`config.mk`:
```
export PLATFORM = sky130hd
export DESIGN_NAME = key_expand_ctrl
export DESIGN_NICKNAME = d
export VERILOG_FILES = /design/src/rtl/aes_pkg.sv /design/src/rtl/key_schedule.sv /design/src/rtl/key_expand_ctrl.sv
export SDC_FILE = /design/constraint.sdc
export NUM_CORES = 2
export LEC_CHECK = 0
export BUFFER_PORTS_ARGS = -buffer_cell sky130_fd_sc_hd__buf_4
export CELL_PAD_IN_SITES_DETAIL_PLACEMENT = 1
export CELL_PAD_IN_SITES_GLOBAL_PLACEMENT = 1
export CORE_ASPECT_RATIO = 0.8
export CORE_MARGIN = 8
export CORE_UTILIZATION = 40
export CTS_CLUSTER_DIAMETER = 40
export CTS_CLUSTER_SIZE = 16
export DETAILED_ROUTE_END_ITERATION = 8
export PLACE_DENSITY_LB_ADDON = 0.1
export SLEW_MARGIN = 20
export SYNTH_ARGS = -nofsm -noshare
export SYNTH_HDL_FRONTEND = slang
export SYNTH_SLANG_ARGS = --single-unit
```
`constraint.sdc`:
```
create_clock -name clk -period 4.65 [get_ports clk]
set_clock_uncertainty 0.05 [all_clocks]
set_input_delay 0 -clock clk [delete_from_list [all_inputs] [get_ports clk]]
set_output_delay 0 -clock clk [all_outputs]
set_load 0.02 [all_outputs]
```
`src/rtl/aes_pkg.sv`:
```
// Shared AES-128 key-expansion definitions: round count, word/index types,
// sequencer states, forward S-box and round-constant lookup.
package aes_pkg;

  localparam int unsigned NUM_ROUNDS = 10;

  typedef logic [31:0] word_t;
  typedef logic [3:0]  rnd_t;

  typedef enum logic [1:0] {
    IDLE,
    EXPAND,
    DONE
  } state_t;

  // Index 0 occupies the most significant byte of the first row.
  localparam logic [0:255][7:0] SBOX = {
    128'h637c777bf26b6fc53001672bfed7ab76,
    128'hca82c97dfa5947f0add4a2af9ca472c0,
    128'hb7fd9326363ff7cc34a5e5f171d83115,
    128'h04c723c31896059a071280e2eb27b275,
    128'h09832c1a1b6e5aa0523bd6b329e32f84,
    128'h53d100ed20fcb15b6acbbe394a4c58cf,
    128'hd0efaafb434d338545f9027f503c9fa8,
    128'h51a3408f929d38f5bcb6da2110fff3d2,
    128'hcd0c13ec5f974417c4a77e3d645d1973,
    128'h60814fdc222a908846eeb814de5e0bdb,
    128'he0323a0a4906245cc2d3ac629195e479,
    128'he7c8376d8dd54ea96c56f4ea657aae08,
    128'hba78252e1ca6b4c6e8dd741f4bbd8b8a,
    128'h703eb5664803f60e613557b986c11d9e,
    128'he1f8981169d98e949b1e87e9ce5528df,
    128'h8ca1890dbfe6426841992d0fb054bb16
  };

  function automatic logic [7:0] rcon(input rnd_t r);
    logic [7:0] v;
    unique case (r)
      4'd0:    v = 8'h01;
      4'd1:    v = 8'h02;
      4'd2:    v = 8'h04;
      4'd3:    v = 8'h08;
      4'd4:    v = 8'h10;
      4'd5:    v = 8'h20;
      4'd6:    v = 8'h40;
      4'd7:    v = 8'h80;
      4'd8:    v = 8'h1b;
      4'd9:    v = 8'h36;
      default: v = 8'h00;
    endcase
    return v;
  endfunction

endpackage

```
`src/rtl/key_schedule.sv`:
```
// One AES-128 key-expansion round: RotWord/SubWord/Rcon on the last word,
// then the xor chain across all words. Byte 0 of each word sits in [7:0].
module key_schedule
  import aes_pkg::*;
#(
  parameter int unsigned NUM_WORDS = 4
) (
  input  logic [3:0]  rc,
  input  logic [31:0] key_current [NUM_WORDS],
  output logic [31:0] key_next    [NUM_WORDS]
);

  word_t rot;
  word_t sub;
  word_t acc;

  always_comb begin
    rot = {key_current[NUM_WORDS-1][7:0], key_current[NUM_WORDS-1][31:8]};
    sub = '0;
    for (int unsigned b = 0; b < 4; b++) begin
      sub[8*b +: 8] = SBOX[rot[8*b +: 8]];
    end
    acc = sub ^ {24'h0, rcon(rc)};
    for (int unsigned i = 0; i < NUM_WORDS; i++) begin
      acc         = acc ^ key_current[i];
      key_next[i] = acc;
    end
  end

endmodule

```
`src/rtl/key_expand_ctrl.sv`:
```
// Iterative AES-128 key-expansion sequencer with an 11-entry round-key file.
// Optional KEY_EXPAND_ZEROIZE_EN adds a zeroize input that wipes all key state.
module key_expand_ctrl
  import aes_pkg::*;
#(
  parameter int unsigned NUM_WORDS  = 4,
  parameter int unsigned NUM_ROUNDS = aes_pkg::NUM_ROUNDS
) (
  input  logic        clk,
  input  logic        rst_n,
  input  logic        key_valid,
  output logic        key_ready,
  input  logic [31:0] key_in     [NUM_WORDS],
  output logic        keys_valid,
  output logic        busy,
  input  logic [3:0]  rk_rd_idx,
  output logic [31:0] rk_rd_data [NUM_WORDS]
`ifdef KEY_EXPAND_ZEROIZE_EN
  ,
  input  logic        zeroize
`endif
);

  state_t state;
  rnd_t   rc;
  word_t  work     [NUM_WORDS];
  word_t  key_next [NUM_WORDS];
  word_t  rk       [NUM_ROUNDS+1][NUM_WORDS];
  logic   ready_q;
  logic   clear_req;

`ifdef KEY_EXPAND_ZEROIZE_EN
  assign clear_req = zeroize;
  assign key_ready = ready_q & ~zeroize;
`else
  assign clear_req = 1'b0;
  assign key_ready = ready_q;
`endif

  key_schedule #(.NUM_WORDS(NUM_WORDS)) u_key_schedule (
    .rc          (rc),
    .key_current (work),
    .key_next    (key_next)
  );

  always_ff @(posedge clk or negedge rst_n) begin
    if (!rst_n) begin
      state      <= IDLE;
      rc         <= '0;
      ready_q    <= 1'b1;
      busy       <= 1'b0;
      keys_valid <= 1'b0;
      for (int unsigned j = 0; j < NUM_WORDS; j++) begin
        work[j] <= '0;
        for (int unsigned r = 0; r <= NUM_ROUNDS; r++) rk[r][j] <= '0;
      end
    end else if (clear_req) begin
      state      <= IDLE;
      rc         <= '0;
      ready_q    <= 1'b1;
      busy       <= 1'b0;
      keys_valid <= 1'b0;
      for (int unsigned j = 0; j < NUM_WORDS; j++) begin
        work[j] <= '0;
        for (int unsigned r = 0; r <= NUM_ROUNDS; r++) rk[r][j] <= '0;
      end
    end else begin
      unique case (state)
        EXPAND: begin
          rk[rc + rnd_t'(1)] <= key_next;
          work               <= key_next;
          if (rc == rnd_t'(NUM_ROUNDS - 1)) begin
            // rc parks at 0 so the schedule input never sees an out-of-range round
            rc         <= '0;
            state      <= DONE;
            ready_q    <= 1'b1;
            busy       <= 1'b0;
            keys_valid <= 1'b1;
          end else begin
            rc <= rc + rnd_t'(1);
          end
        end
        default: begin
          if (key_valid) begin
            rk[0]      <= key_in;
            work       <= key_in;
            rc         <= '0;
            state      <= EXPAND;
            ready_q    <= 1'b0;
            busy       <= 1'b1;
            keys_valid <= 1'b0;
          end
        end
      endcase
    end
  end

  always_comb begin
    for (int unsigned j = 0; j < NUM_WORDS; j++) rk_rd_data[j] = '0;
    if (rk_rd_idx <= rnd_t'(NUM_ROUNDS)) rk_rd_data = rk[rk_rd_idx];
  end

endmodule

```
# After elaboration in Yosys (flattened, before gate mapping)

Memories as Yosys holds them, arrays and structs flattened.
Cells that the tools add are included.

RAM bits: 0
ROM bits: 8,320
Input port bits: 135
Memories kept: 5
Output and inout bits: 131
Flip-flop bits (word level): 1,545
Logic and storage cells: 114
Latch bits: 0

Multipliers: 0
Add/subtract/negate cells: 1
Reductions and logical operators: 3
Div/mod/pow operators: 0
Bitwise gates (word level): 11
Eq/ne operators: 3
Shift-type cells: 0
Multiplexer cells: 30
Magnitude comparators: 8

Memories:

| name            | depth | bits a word | rd ports | clocked after memory_dff | write ports | line               | RTL |
|---|---|---|---|---|---|---|---|
| (no name shown) | 256   | 8           | 1        | 0                        | 0           | key_schedule.sv:21 | `sub[8*b +: 8] = SBOX[rot[8*b +: 8]];` |
| (no name shown) | 256   | 8           | 1        | 0                        | 0           | key_schedule.sv:21 |  |
| (no name shown) | 256   | 8           | 1        | 0                        | 0           | key_schedule.sv:21 |  |
| (no name shown) | 256   | 8           | 1        | 0                        | 0           | key_schedule.sv:21 |  |
| (no name shown) | 16    | 8           | 1        | 0                        | 0           | aes_pkg.sv:38      | `unique case (r)` |

Operators by type and width:

| cell                                                       | count |
|---|---|
| bitwise mux 1408 bit                                       | 1 |
| 2-to-1 mux 128 bit                                         | 7 |
| binary-select mux 128 bit (select 4 bit)                   | 1 |
| demux 128 bit (select 4 bit)                               | 1 |
| bitwise XOR 32 bit                                         | 4 |
| 2-to-1 mux 8 bit                                           | 8 |
| >= comparator 9 bit, second input constant                 | 4 |
| inverter 8 -> 9 bit                                        | 4 |
| bitwise XOR 32 x 8 -> 32 bit                               | 1 |
| 2-to-1 mux 4 bit                                           | 3 |
| >= comparator 5 bit, second input constant                 | 2 |
| inverter 4 -> 5 bit                                        | 2 |
| 2-to-1 mux 1 bit                                           | 6 |
| 2-to-1 mux 2 bit                                           | 3 |
| less-than comparator 5 x 1 -> 1 bit, second input constant | 1 |
| adder 4 x 1 -> 4 bit, second input constant                | 1 |
| == test 4 bit, second input constant                       | 1 |
| <= comparator 4 bit, second input constant                 | 1 |
| == test 2 x 1 -> 1 bit, second input constant              | 1 |
| != test 2 bit, second input constant                       | 1 |
| AND reduction 2 bit                                        | 1 |
| nonzero test 2 bit                                         | 1 |
| logical AND 1 bit                                          | 1 |

# Longest topological paths before layout

Depth after elaboration: 11
Mapped depth: 16
Depth with buffers taken out: 11

# By module

Synthesis repeated with hierarchy kept, for this count alone.

Cells, all modules: 7,516
Area, all modules: 87,000.9 µm²

By module, submodules not included:

| module          | cells each | times used | area an instance (µm²) | sequential area each (µm²) |
|---|---|---|---|---|
| key_expand_ctrl | 5,233      | 1          | 71,199.5               | 38,613.3 |
| key_schedule    | 2,283      | 1          | 15,801.4               | 0.0 |

# Worst setup path before layout

OpenSTA, ideal clock, no wires.

Path type: flip-flop to flip-flop
Start point: register work[25] (netlist name)
End point: register rk[1171] (netlist name)
Buffers on the path: 4
Data required time: 4.470 ns
Data arrival time: 3.705 ns
Clock period less this slack: 3.885 ns
Path slack: 0.765 ns
Stages on the path, launching flop included: 16
Setup time: 0.130 ns
Path through: dfrtp_1 -> buf_2 -> clkbuf_1 -> inv_2 -> ha_1 -> buf_2 -> inv_1 -> mux4_2 -> a221o_1 -> o2111ai_1 -> o31ai_2 -> xor2_1 -> xnor2_1 -> xnor2_1 -> buf_2 -> o21ai_0

Word-level cells in the longest chain between the ends: 10

RTL lines:

| item                                                | line                  | RTL |
|---|---|---|
| start: declaration                                  | key_expand_ctrl.sv:26 | `word_t work [NUM_WORDS];` |
| start signal: assignment                            | key_expand_ctrl.sv:71 | `work <= key_next;` |
| start signal: assignment                            | key_expand_ctrl.sv:86 | `work <= key_in;` |
| inverter 8 -> 9 bit (implied by the code)           | key_schedule.sv:21    |  |
| memory read (256 x 8 bit)                           | --                    |  |
| 2-to-1 mux 8 bit (implied by the code) (2 in a row) | key_schedule.sv:21    |  |
| bitwise XOR 32 x 8 -> 32 bit                        | key_schedule.sv:23    | `acc = sub ^ {24'h0, rcon(rc)};` |
| bitwise XOR 32 bit (4 in a row)                     | key_schedule.sv:25    | `acc = acc ^ key_current[i];` |
| bitwise mux 1408 bit                                | key_expand_ctrl.sv:70 | `rk[rc + rnd_t'(1)] <= key_next;` |
| end signal: indexed assignment                      | key_expand_ctrl.sv:70 |  |
| end: declaration                                    | key_expand_ctrl.sv:28 | `word_t rk [NUM_ROUNDS+1][NUM_WORDS];` |

No other way between the ends. The select of a mux whose other input is x is not followed.
A chain may end at the register's enable or synchronous reset.

# Worst setup path after layout

Start point: register work[1] (netlist name)
End point: register rk[1176] (netlist name)

The elaborated chain is that of the path after synthesis.

==> reports/results.tsv <==
metric	value	unit
start_kind	flip-flop	
startpoint	work[1]	
grt_max_degree	165	
maxCapViolCount	0	
synth_seq_area_share	45.7	%
wirelength	402000	um
cts_sinks	1543	
portBuffers	265	
synth_fp_nets	9171	
grt_pass1_wl	583000	um
cp_slowest_cell	xnor2_2	
crit_path_end_kind	flip-flop	
hp-start	key_in[26]	
place_inst	11700	
area_delta_synth_final	21.2	%
cts_buffers	240	
post-route-min-period	4.54	ns
htree_levels	4	
wl_per_cell	32.5	um
crit_type	reg -> reg	
ys_seq_elements	1543	
fp-row-count	151	
reg2reg_from	work[1]	
vias	77300	
cp.required	5.30	ns
cts_tree	done	
synth_area_per_cell	9.42	um2
die_h	427	um
synth_top_family_by_area	compound AO/OA/AOI/OAI gates	
yosysTopAreaCellShare	45.6	%
fp.dieW	530	um
setup_tns	0	ns
drcViolationCount	0	
ant_nets	0	
synth_top_area_cell	dfrtp_1	
rsz0062_at_grt	false	
synth_xor_area_share	2.55	%
core	211000	um2
cp_slowest_stage_delay	0.79	ns
synth.area.top_cells	dfrtp_1 46%, o21ai_0 8.9%, mux4_2 7.8%	
maxSlewViolCount	0	
setup_viol	0	
dp_hpwl	267000	um
grt_pass1_vias	79200	
die_area	226000	um2
relSlewSlack	5.58	%
max_freq	220	MHz
status	complete, no violations	
io_pins	266	
synth_area	84600	um2
hold_viol_final	0	
via_per_inst	6.25	
hold_ws	0.0464	ns
min_path_type	in -> reg	
synth_cell_types	104	
async_flop_share	100	%
synthSimpleGateAreaFrac	13.2	%
initial_core_util	40.1	%
cp_cell_sequence	inv_2, ha_1, inv_1, mux4_2, mux4_2, a2111oi_4, a31o_4, xor2_4, xor2_4, xnor2_2, o21ai_0	
layout-drive-gt1-share	17.9	%
worstPathMaxFanout	12	
nets	9511	
ys.flop_type	dfrtp_1	
clkTransAtPathRegs	0.06	ns
cp_data_arrival_time	5.20	ns
grt.total_usage	34.7	%
ys_warn_count	0	
netlist_instances	8979	
instances_no_fill	12400	
drt-initial-drc-count	7964	
antenna_found_initial	23	
first_pass_iters	8	
gr-total-overflow	0	
clockRootBuffer	clkbuf_16	
synth_compound_area_share	21.0	%
synth_fa_ha_area_share	0.843	%
rrSetupSlack	0.11	ns
clkLatencyLatePin	0.92	ns
clock_path_buffers	4	
synthMuxAreaShare	11.8	%
worst_pin_slew	1.42	ns
globalplace.congestion	1.01	
synth_edf_count	0	
fin_util	48.6	%
finalCritPeriodShare	97.7	%
-- placed cells by master (no fill, tap or decap), types with 106 or more instances in the layout --
cell,Yosys,routed
a21oi_1,520,520
nor3_1,110,108
mux4_2,292,292
clkbuf_16,0,240
o22ai_1,244,243
dlygate4sd3_1,0,232
o21ai_0,1500,1499
xnor2_1,113,106
nand2_1,1470,1465
nor2b_1,124,122
nand2b_1,111,110
mux2i_1,321,321
buf_4,28,712
nor2_1,350,346
dfrtp_1,1542,1531
-- layout make-up --
class | instances | area (um2)
antenna | 11 | 27.5
clock buffer | 277 | 6400
clock inverter | 162 | 1800
fill | 23400 | 108000
inverter | 76 | 285
multi-input combinational | 6407 | 42000
sequential | 1543 | 38600
tap | 2830 | 3540
timing repair buffer | 1051 | 9820
-- state kept, by name (all words and copies together), names as in the netlist --
| register | flops |
|---|---|
| key_ready | 1 |
| rc | 4 |
| state | 2 |
| rk | 1408 |
| work | 128 |
-- cell usage after synthesis, types with 46 or more instances --
master / number
inv_1: 61
nand3_1: 102
buf_1: 73
mux2i_1: 321
dfrtp_1: 1542
nor2b_1: 124
a211oi_1: 62
a211o_1: 58
xor2_1: 46
nand2_1: 1470
clkbuf_1: 691
o22ai_1: 244
o21ai_0: 1500
ha_1: 57
a31oi_1: 55
nor3_1: 110
mux4_2: 292
nand2b_1: 111
a21oi_1: 520
nor2_1: 350
buf_2: 152
xnor2_1: 113
-- per-layer routing --
| metal | global-route usage (%) | share of wire, % |
|---|---|---|
| met1 | 50.0 | 45 |
| met2 | 52.3 | 44 |
| met3 | 6.60 | 7.4 |
| met4 | 12.7 | 4.1 |
| met5 | 0 | 0.025 |
-- logic make-up after synthesis --
| logic type | count (synthesis) |
|---|---|
| AND/OR/NAND/NOR | 2520 |
| buffers and inverters | 1029 |
| XOR/XNOR | 199 |
| AO/OA/AOI/OAI | 3001 |
| flip-flops | 1543 |
| multiplexers | 630 |
| adder cells (fa/ha/maj) | 57 |
-- through the flow --
stage / setup slack [ns] / area [um2]
3_5_place_dp: 0.130 / 91800
5_1_grt: 0.00627 / 102000
6_report: 0.106 / 103000
2_1_floorplan: 0.765 / 84600
4_1_cts: 0.113 / 102000
3_3_place_gp: 0.0815 / 91800
-- final timing paths --
kind / depth (start not counted) / end
worst max-delay path: 11 / rk[1176]
worst min register to register: 2 / rk[1059]
worst min-delay path: 4 / rk[1306]
min in group asynchronous: 4 / rk[257]
worst max register to register: 11 / rk[1176]
max in group asynchronous: 4 / work[19]
-- critical path, delay by kind of cell (launching register included) --
kind / cells / cell delay, ns
flops: 1 / 0.40
compound gates: 3 / 0.85
xor+xnor: 3 / 1.19
mux: 2 / 0.98
fa+ha+maj: 1 / 0.60
buf+inv: 2 / 0.30
-- repair_timing --
item / 4_1_cts / 5_1_grt
hold buffers: 233 / 0
buffers inserted: 0 / 0
endpoints found under the hold margin: 1800 / 0
gates resized for setup: 0 / 4
setup endpoints to repair: 0 / 38
Power is left out: the tool's default activity adds up to more than one toggle a clock period on the data nets, which glitch-free logic cannot reach.
